**src/rtl/and_gate_exerciser_if.sv**
```systemverilog
// Stimulus/response bundle between the AND-gate exerciser and the gate plus its controller.
// master = exerciser side; slave = gate/controller side.
interface and_gate_exerciser_if;
  logic       start;
  logic       y_in;
  logic       a_out;
  logic       b_out;
  logic       busy;
  logic       done;
  logic       pass;
  logic [7:0] err_cnt;
  logic       fail_valid;
  logic [2:0] fail_vec;

  modport master (
    input  start, y_in,
    output a_out, b_out, busy, done, pass, err_cnt, fail_valid, fail_vec
  );

  modport slave (
    output start, y_in,
    input  a_out, b_out, busy, done, pass, err_cnt, fail_valid, fail_vec
  );
endinterface

```
**src/rtl/and_gate_exerciser.sv**
```systemverilog
// Drives 00,01,10,11 into a 2-input AND gate, samples y after HOLD_CYCLES and reports errors.
// Optional macro GATE_EXERCISER_LOOP_EN: start on the last sample repeats the pass without DONE.
module and_gate_exerciser #(
  parameter int unsigned HOLD_CYCLES = 5
) (
  input  logic                  clk,
  input  logic                  rst_n,
  and_gate_exerciser_if.master  bus
);

  localparam int unsigned CNT_W     = 8;
  localparam int unsigned ERR_W     = 8;
  localparam int unsigned VEC_W     = 2;
  localparam int unsigned HOLD_LAST = HOLD_CYCLES - 1;

  typedef enum logic [1:0] {ST_IDLE, ST_RUN, ST_DONE} state_e;

  state_e             state_q, state_d;
  logic [CNT_W-1:0]   hold_cnt_q, hold_cnt_d;
  logic [VEC_W-1:0]   vec_idx_q, vec_idx_d;
  logic               a_q, a_d;
  logic               b_q, b_d;
  logic               busy_q, busy_d;
  logic               done_q, done_d;
  logic               pass_q, pass_d;
  logic [ERR_W-1:0]   err_cnt_q, err_cnt_d;
  logic               fail_valid_q, fail_valid_d;
  logic [2:0]         fail_vec_q, fail_vec_d;

  logic sample_c;
  logic last_c;
  logic mismatch_c;
  logic loop_c;

  // Sample point is the final cycle of each vector's hold window.
  assign sample_c   = (state_q == ST_RUN) && (hold_cnt_q == CNT_W'(HOLD_LAST));
  assign last_c     = sample_c && (vec_idx_q == VEC_W'(3));
  assign mismatch_c = sample_c && (bus.y_in != (a_q & b_q));

`ifdef GATE_EXERCISER_LOOP_EN
  assign loop_c = last_c && bus.start;
`else
  assign loop_c = 1'b0;
`endif

  always_ff @(posedge clk or negedge rst_n) begin
    if (!rst_n) state_q <= ST_IDLE;
    else        state_q <= state_d;
  end

  always_comb begin
    state_d = state_q;
    case (state_q)
      ST_IDLE, ST_DONE: if (bus.start) state_d = ST_RUN;
      ST_RUN:           if (last_c && !loop_c) state_d = ST_DONE;
      default:          state_d = ST_IDLE;
    endcase
  end

  always_comb begin
    hold_cnt_d   = hold_cnt_q;
    vec_idx_d    = vec_idx_q;
    a_d          = 1'b0;
    b_d          = 1'b0;
    busy_d       = 1'b0;
    done_d       = done_q;
    pass_d       = pass_q;
    err_cnt_d    = err_cnt_q;
    fail_valid_d = fail_valid_q;
    fail_vec_d   = fail_vec_q;
    case (state_q)
      ST_IDLE, ST_DONE: begin
        if (bus.start) begin
          hold_cnt_d   = '0;
          vec_idx_d    = '0;
          busy_d       = 1'b1;
          done_d       = 1'b0;
          pass_d       = 1'b0;
          err_cnt_d    = '0;
          fail_valid_d = 1'b0;
          fail_vec_d   = '0;
        end
      end
      ST_RUN: begin
        busy_d = 1'b1;
        if (sample_c) begin
          hold_cnt_d = '0;
          vec_idx_d  = vec_idx_q + VEC_W'(1);
          if (mismatch_c) begin
            if (err_cnt_q != {ERR_W{1'b1}}) err_cnt_d = err_cnt_q + ERR_W'(1);
            if (!fail_valid_q) begin
              fail_valid_d = 1'b1;
              fail_vec_d   = {a_q, b_q, bus.y_in};
            end
          end
        end else begin
          hold_cnt_d = hold_cnt_q + CNT_W'(1);
        end
        // Final sample ends the run; pass must include that sample's verdict.
        if (last_c && !loop_c) begin
          busy_d    = 1'b0;
          done_d    = 1'b1;
          pass_d    = (err_cnt_d == '0);
          vec_idx_d = '0;
        end else begin
          a_d = vec_idx_d[1];
          b_d = vec_idx_d[0];
        end
      end
      default: ;
    endcase
  end

  always_ff @(posedge clk or negedge rst_n) begin
    if (!rst_n) begin
      hold_cnt_q   <= '0;
      vec_idx_q    <= '0;
      a_q          <= 1'b0;
      b_q          <= 1'b0;
      busy_q       <= 1'b0;
      done_q       <= 1'b0;
      pass_q       <= 1'b0;
      err_cnt_q    <= '0;
      fail_valid_q <= 1'b0;
      fail_vec_q   <= '0;
    end else begin
      hold_cnt_q   <= hold_cnt_d;
      vec_idx_q    <= vec_idx_d;
      a_q          <= a_d;
      b_q          <= b_d;
      busy_q       <= busy_d;
      done_q       <= done_d;
      pass_q       <= pass_d;
      err_cnt_q    <= err_cnt_d;
      fail_valid_q <= fail_valid_d;
      fail_vec_q   <= fail_vec_d;
    end
  end

  assign bus.a_out      = a_q;
  assign bus.b_out      = b_q;
  assign bus.busy       = busy_q;
  assign bus.done       = done_q;
  assign bus.pass       = pass_q;
  assign bus.err_cnt    = err_cnt_q;
  assign bus.fail_valid = fail_valid_q;
  assign bus.fail_vec   = fail_vec_q;

endmodule

```
**src/flat_wrapper.sv**
```systemverilog
// flat-port wrapper written by rule: the top's interface ports become plain ports
module and_gate_exerciser_flat 
#(
  parameter int unsigned HOLD_CYCLES = 5
)
  (clk, rst_n, bus_start, bus_y_in, bus_a_out, bus_b_out, bus_busy, bus_done, bus_pass, bus_err_cnt, bus_fail_valid, bus_fail_vec);
  and_gate_exerciser_if bus_i ();
  input  logic clk;
  input  logic rst_n;
  input wire logic [$bits(bus_i.start)-1:0] bus_start;
  input wire logic [$bits(bus_i.y_in)-1:0] bus_y_in;
  output wire logic [$bits(bus_i.a_out)-1:0] bus_a_out;
  output wire logic [$bits(bus_i.b_out)-1:0] bus_b_out;
  output wire logic [$bits(bus_i.busy)-1:0] bus_busy;
  output wire logic [$bits(bus_i.done)-1:0] bus_done;
  output wire logic [$bits(bus_i.pass)-1:0] bus_pass;
  output wire logic [$bits(bus_i.err_cnt)-1:0] bus_err_cnt;
  output wire logic [$bits(bus_i.fail_valid)-1:0] bus_fail_valid;
  output wire logic [$bits(bus_i.fail_vec)-1:0] bus_fail_vec;
  assign bus_i.start = bus_start;
  assign bus_i.y_in = bus_y_in;
  assign bus_a_out = bus_i.a_out;
  assign bus_b_out = bus_i.b_out;
  assign bus_busy = bus_i.busy;
  assign bus_done = bus_i.done;
  assign bus_pass = bus_i.pass;
  assign bus_err_cnt = bus_i.err_cnt;
  assign bus_fail_valid = bus_i.fail_valid;
  assign bus_fail_vec = bus_i.fail_vec;
  and_gate_exerciser #(.HOLD_CYCLES(HOLD_CYCLES)) u_core (.clk(clk), .rst_n(rst_n), .bus(bus_i));
endmodule
```
**config.mk**
```make
export PLATFORM = sky130hd
export DESIGN_NAME = and_gate_exerciser_flat
export DESIGN_NICKNAME = d
export VERILOG_FILES = /design/src/rtl/and_gate_exerciser_if.sv /design/src/rtl/and_gate_exerciser.sv /design/src/flat_wrapper.sv
export SDC_FILE = /design/constraint.sdc
export NUM_CORES = 1
export LEC_CHECK = 0
export BUFFER_PORTS_ARGS = -buffer_cell sky130_fd_sc_hd__buf_2
export CAP_MARGIN = 20
export CORE_MARGIN = 2
export CORE_UTILIZATION = 23
export CTS_CLUSTER_DIAMETER = 60
export DETAILED_ROUTE_END_ITERATION = 12
export GPL_ROUTABILITY_DRIVEN = 0
export PLACE_DENSITY = 0.43
export SLEW_MARGIN = 20
export SYNTH_ARGS = -nofsm -noshare
export SYNTH_HDL_FRONTEND = slang
export SYNTH_SLANG_ARGS = --single-unit
export TNS_END_PERCENT = 20
```
**constraint.sdc**
```tcl
create_clock -name clk -period 1.79 [get_ports clk]
set_input_delay 0.358 -clock clk [delete_from_list [all_inputs] [get_ports clk]]
set_output_delay 0.358 -clock clk [all_outputs]
set_load 0.02 [all_outputs]
```
==> results.tsv, run 1 <==
metric	value	unit
status	finished with violations	
failing checks	negative setup slack	
largest family of logic cells by synthesized area	simple AND/OR/NAND/NOR gates	
Die W	85.1	µm
Max VDD drop	0.000651	V
global-route wire length before repair	6760	µm
Max Cap Viol	0	
Max Slew Vio Count	0	
Final #Nets	237	
Routed WL	4090	µm
Synth Instances	161	
leakage	1.10	nW
core area	6350	µm²
Worst slew margin	0.508	
CTS root buf	clkbuf_8	
final setup violation count	9	
xor/xnor share of the synthesized area	0.00579	
minimum clock period	1.98	ns
Ys Warns	0	
Die Ht	85.1	µm
final total power	3.35	mW
DIE AREA	7250	µm²
Crit. End Element	register	
Post-synth EDFFs	0	
worst-margin pin slew	0.739	ns
Pre-antenna DRT Iters	4	
Post-Synth Simple-Gate Area	0.245	
Mapped Area	1510	µm²
GRT Total Usage	0.120	
non-filler cells, final	306	
pin count of the biggest net entering global routing	30	
Final ANT Viol Nets	0	
Final Util	0.348	
routed len/inst	13.4	µm
clk_skew	0.0122	ns
Post-Syn Nets	169	
setup tns final	-0.593	ns
Synth async-reset ratio	1.00	
vias	1398	
most common cell after layout, fill and taps aside	buf_4	
pwr/cell area	1520	nW/µm²
Period Utilization, post-route	1.11	
Hold Vio Cnt, Final	0	
CP Cell Sequence	inv_1, ha_1, nor4b_4, buf_4, o2111ai_2, or4_4, o22ai_2, nand4b_1, o21ai_1	
post-route cell area	2210	µm²
ANT cells	0	
dpl ws	-0.195	ns
Clock Path Buffers	2	
Placed Area	2020	µm²
TritonCTS sink count	29	
hold buffers post-CTS	0	
mux share of post-synthesis cell area	0.0198	
post-synthesis cell type count	36	
compound-gate portion of the synthesized area	0.197	
IO Count	21	
Initial Util	0.238	
most frequent cells in the layout	buf_4, dfrtp_1, buf_2	
ratio of cells with drive above 1 in the final layout	0.376	
Worst EP arrival	2.20	ns
# DRC	0	
IO buf count	20	
RSZ-0062 raised after global routing	true	
initial antenna violation count	0	
H-tree levels	2	
vias per cell	4.57	
grt total ovfl	0	
type of the most critical hold path	input port to asynchronous set/reset pin	
Critical Path Max Stage Delay	0.50	ns
ys flop type	dfrtp_1	
Req. time, crit path	2.01	ns
DP Wirelength	2910	µm
vias in the first global route	1383	
Synth Area in Adders	0.0331	
syn avg cell area	9.40	µm²
Seq/Total Area, Yosys	0.479	
total CTS buffers	5	
DRT iter0 DRCs	58	
slowest stage cell, crit path	or4_4	
FMAX	504	MHz
num rows	29	
worst hold slack	0.133	ns
worst-path maximum fanout	2	
CP startpoint kind	register	
Crit Path Category	register to register	
Area growth, synth to finish	45.9	%
Cells after DPL	296	
Reg clk slew, reported paths	0.07	ns
#FFs+latches synth	29	
CTS tree	yes	
Setup WS post-layout	-0.194	ns
clk_lat worst skew	0.28	ns
report_power, final:
group | switching, mW | internal [mW]
clock network | 0.265 | 0.404
registers | 0.129 | 0.858
logic | 0.871 | 0.819
registers in the layout, summed over array words and instances (netlist names), 2 cells and up:
name,cells
u_core.hold_cnt_q,8
u_core.bus.err_cnt,8
u_core.bus.fail_vec,3
u_core.state_q,2
u_core.vec_idx_q,2
repair_timing:
action,4_1_cts,5_1_grt
pin swaps,0,2
buffers inserted,1,2
gates resized for setup,12,19
endpoints found under the hold margin,0,0
endpoints found under the setup margin,9,18
metal layers:
metal | share of wire | global-route usage
met5 | 0 | 0
met4 | 0.015 | 0.0476
met3 | 0.034 | 0.0360
met2 | 0.47 | 0.184
met1 | 0.48 | 0.159
final timing paths:
path / endpoint / from / slack, ns / cells after the start
worst max-delay path: u_core.bus.pass / u_core.hold_cnt_q[0] / -0.19 / 9
worst min-delay path: u_core.bus.err_cnt[5] / rst_n / 0.13 / 1
worst max register to register: u_core.bus.pass / u_core.hold_cnt_q[0] / -0.19 / 9
worst min register to register: u_core.bus.done / u_core.bus.done / 0.47 / 2
max in group asynchronous: u_core.bus.err_cnt[6] / rst_n / 1.17 / 1
min in group clk: u_core.bus.fail_vec[0] / bus_y_in / 0.32 / 2
worst max-delay path, delay by kind of cell (launching register included):
kind,cells,cell delay (ns)
flip-flops,1,0.38
buffers and inverters,2,0.22
adder cells (fa/ha/maj),1,0.14
AO/OA/AOI/OAI,3,0.35
AND/OR/NAND/NOR,3,0.82
Yosys cell counts (3+ instances only):
library cell  instances  area (µm²)
mux2i_1               3        30.0
nand3_1               6        30.0
inv_1                 5        18.8
dfrtp_1              29         726
a21oi_1               7        35.0
and3_1                9        56.3
nand2b_1              4        25.0
a22o_1                4        35.0
nor2_1               17        63.8
nor3_1                4        20.0
ha_1                  4        50.1
o21ai_0              24         120
nand2_1              15        56.3
a31oi_1               3        18.8
final cells by class:
class                      instances  area, µm²
timing repair buffer              64        447
fill                             674       4140
clock buffer                       5       68.8
inverter                           5       18.8
sequential                        29        726
multi-input combinational        124        817
tap                               77       96.3
clock inverter                     2       35.0
cell families (layout without fill, tap and decap cells):
group	Yosys count	after routing
flip-flops	29	29
AND/OR/NAND/NOR	68	68
buffers and inverters	8	76
XOR/XNOR	1	1
multiplexers	3	3
AO/OA/AOI/OAI	48	48
adder cells (fa/ha/maj)	4	4
Note: power is estimated with default switching activity, not from simulation.
==> run 2: changes to the inputs <==
CORE_UTILIZATION = 46   (was 23)
PLACE_DENSITY = 0.72   (was 0.43)
==> results.tsv, run 2 (synthesized netlist as in run 1, its figures left out) <==
metric	value	unit
status	finished with violations	
failing checks	negative setup slack	
Reg area	726	µm²
Max Slew Vio Count	0	
CP Capture Point	u_core.bus.pass	
clk_skew	0.0125	ns
vias in the first global route	1455	
Area growth, synth to finish	38.3	%
Worst Reg-to-Reg Cells	9	
final setup violation count	23	
clock share of power	0.124	
# DRC	0	
routed len/inst	14.4	µm
area of the multi-input gates	806	µm²
Hold Vio Cnt, Final	0	
Internal Power	1.80	mW
Reg2Reg Setup Slack	-0.33	ns
Max Cap Viol	0	
Die Ht	61.4	µm
global-route wire length before repair	6470	µm
minimum clock period	2.12	ns
grt total ovfl	0	
core area	3100	µm²
CTS root buf	clkbuf_4	
RSZ-0062 raised after global routing	true	
Reg clk slew, reported paths	0.10	ns
worst-margin pin slew	0.665	ns
pin count of the biggest net entering global routing	30	
hold buffers post-CTS	0	
total CTS buffers	5	
Period Utilization, post-route	1.18	
CTS tree	yes	
IO buf count	20	
ANT cells	0	
Final #Nets	237	
Crit. End Element	register	
num rows	20	
Die W	61.4	µm
Pre-antenna DRT Iters	4	
Worst slew margin	0.557	
leakage	1.06	nW
initial antenna violation count	0	
most frequent cells in the layout	buf_4, dfrtp_1, buf_2	
Req. time, crit path	2.05	ns
Comb power frac	0.551	
end of the worst register-to-register path	u_core.bus.pass	
Clock Path Buffers	2	
Max VDD drop	0.000751	V
worst-path maximum fanout	2	
DP Wirelength	2840	µm
most common cell after layout, fill and taps aside	buf_4	
Routed WL	3940	µm
# fillers	256	
post-route cell area	2090	µm²
Setup WS post-layout	-0.327	ns
CP startpoint	u_core.hold_cnt_q[0]	
Initial Util	0.488	
DIE AREA	3770	µm²
pwr/cell area	1460	nW/µm²
Sw Share	0.411	
clk_lat worst skew	0.34	ns
Worst EP arrival	2.38	ns
setup tns final	-2.18	ns
final total power	3.06	mW
FMAX	472	MHz
Placed Area	1950	µm²
Flop pwr share	0.326	
Crit Path Category	register to register	
IO Count	21	
TritonCTS sink count	29	
vias per cell	5.49	
R2R Path Start	u_core.hold_cnt_q[0]	
Final ANT Viol Nets	0	
H-tree levels	2	
Psw	1.26	mW
GRT Total Usage	0.237	
CP startpoint kind	register	
type of the most critical hold path	input port to asynchronous set/reset pin	
vias	1504	
DRT iter0 DRCs	98	
ratio of cells with drive above 1 in the final layout	0.365	
[run 2: metal layers]
layer	GRT usage	up-vias	wire length, µm
met5	0	-	0
met2	0.400	48	1950
met4	0.100	0	118
met3	0.0630	15	191
met1	0.285	719	1690
li1	-	722	-
[run 2: stage by stage]
step                      instances  hold slack, ns  setup slack [ns]  utilization
after floorplan                 161          0.0624            -0.198            -
after global routing            274          0.0704            -0.431        0.675
after CTS                       273          0.0500            -0.302        0.665
after global placement          261           0.408            -0.142        0.628
final                           274          0.0356            -0.327        0.675
after detailed placement        261           0.424            -0.318        0.628
[run 2: worst max-delay path, stage by stage, from the launching register on]
cell and delay (ns):
dfrtp_1 0.39, inv_1 0.07, ha_2 0.17, nor4b_4 0.24
buf_4 0.18, o2111ai_4 0.12, or4_4 0.51, o22ai_2 0.11
nand4b_1 0.13, o21ai_1 0.14
[run 2: repair_timing]
| action | CTS | global route |
|---|---|---|
| resized for setup | 13 | 8 |
| pin swaps | 4 | 4 |
| endpoints found under the setup margin | 17 | 22 |
| buffers inserted | 4 | 2 |
[run 2: worst min path at each step]
stage          start  slack, ns                      to  cells after the start
4_1_cts        rst_n       0.05  u_core.bus.fail_vec[2]                      1
3_5_place_dp   rst_n       0.42  u_core.bus.fail_vec[2]                      1
2_1_floorplan  rst_n       0.06        u_core.bus.a_out                      0
3_3_place_gp   rst_n       0.41       u_core.state_q[1]                      1
6_report       rst_n       0.04  u_core.bus.fail_vec[1]                      1
5_1_grt        rst_n       0.07  u_core.bus.fail_vec[2]                      1
[run 2: area by class of cell]
cell class                      count  area share
Inverter                            5     0.00896
Multi-Input combinational cell    124       0.385
Tap cell                           44      0.0263
Timing Repair Buffer               64       0.209
Clock buffer                        6      0.0197
Sequential cell                    29       0.346
Clock inverter                      2     0.00478
[run 2: power groups by stage]
stage	sequential [mW]	combinational, mW	clock [mW]
final	0.996	1.68	0.379
after global routing	1.02	1.85	0.427
after CTS	0.988	1.62	0.390
after global placement	0.990	1.44	0
after detailed placement	1.00	1.52	0
after floorplan	1.16	0.672	0
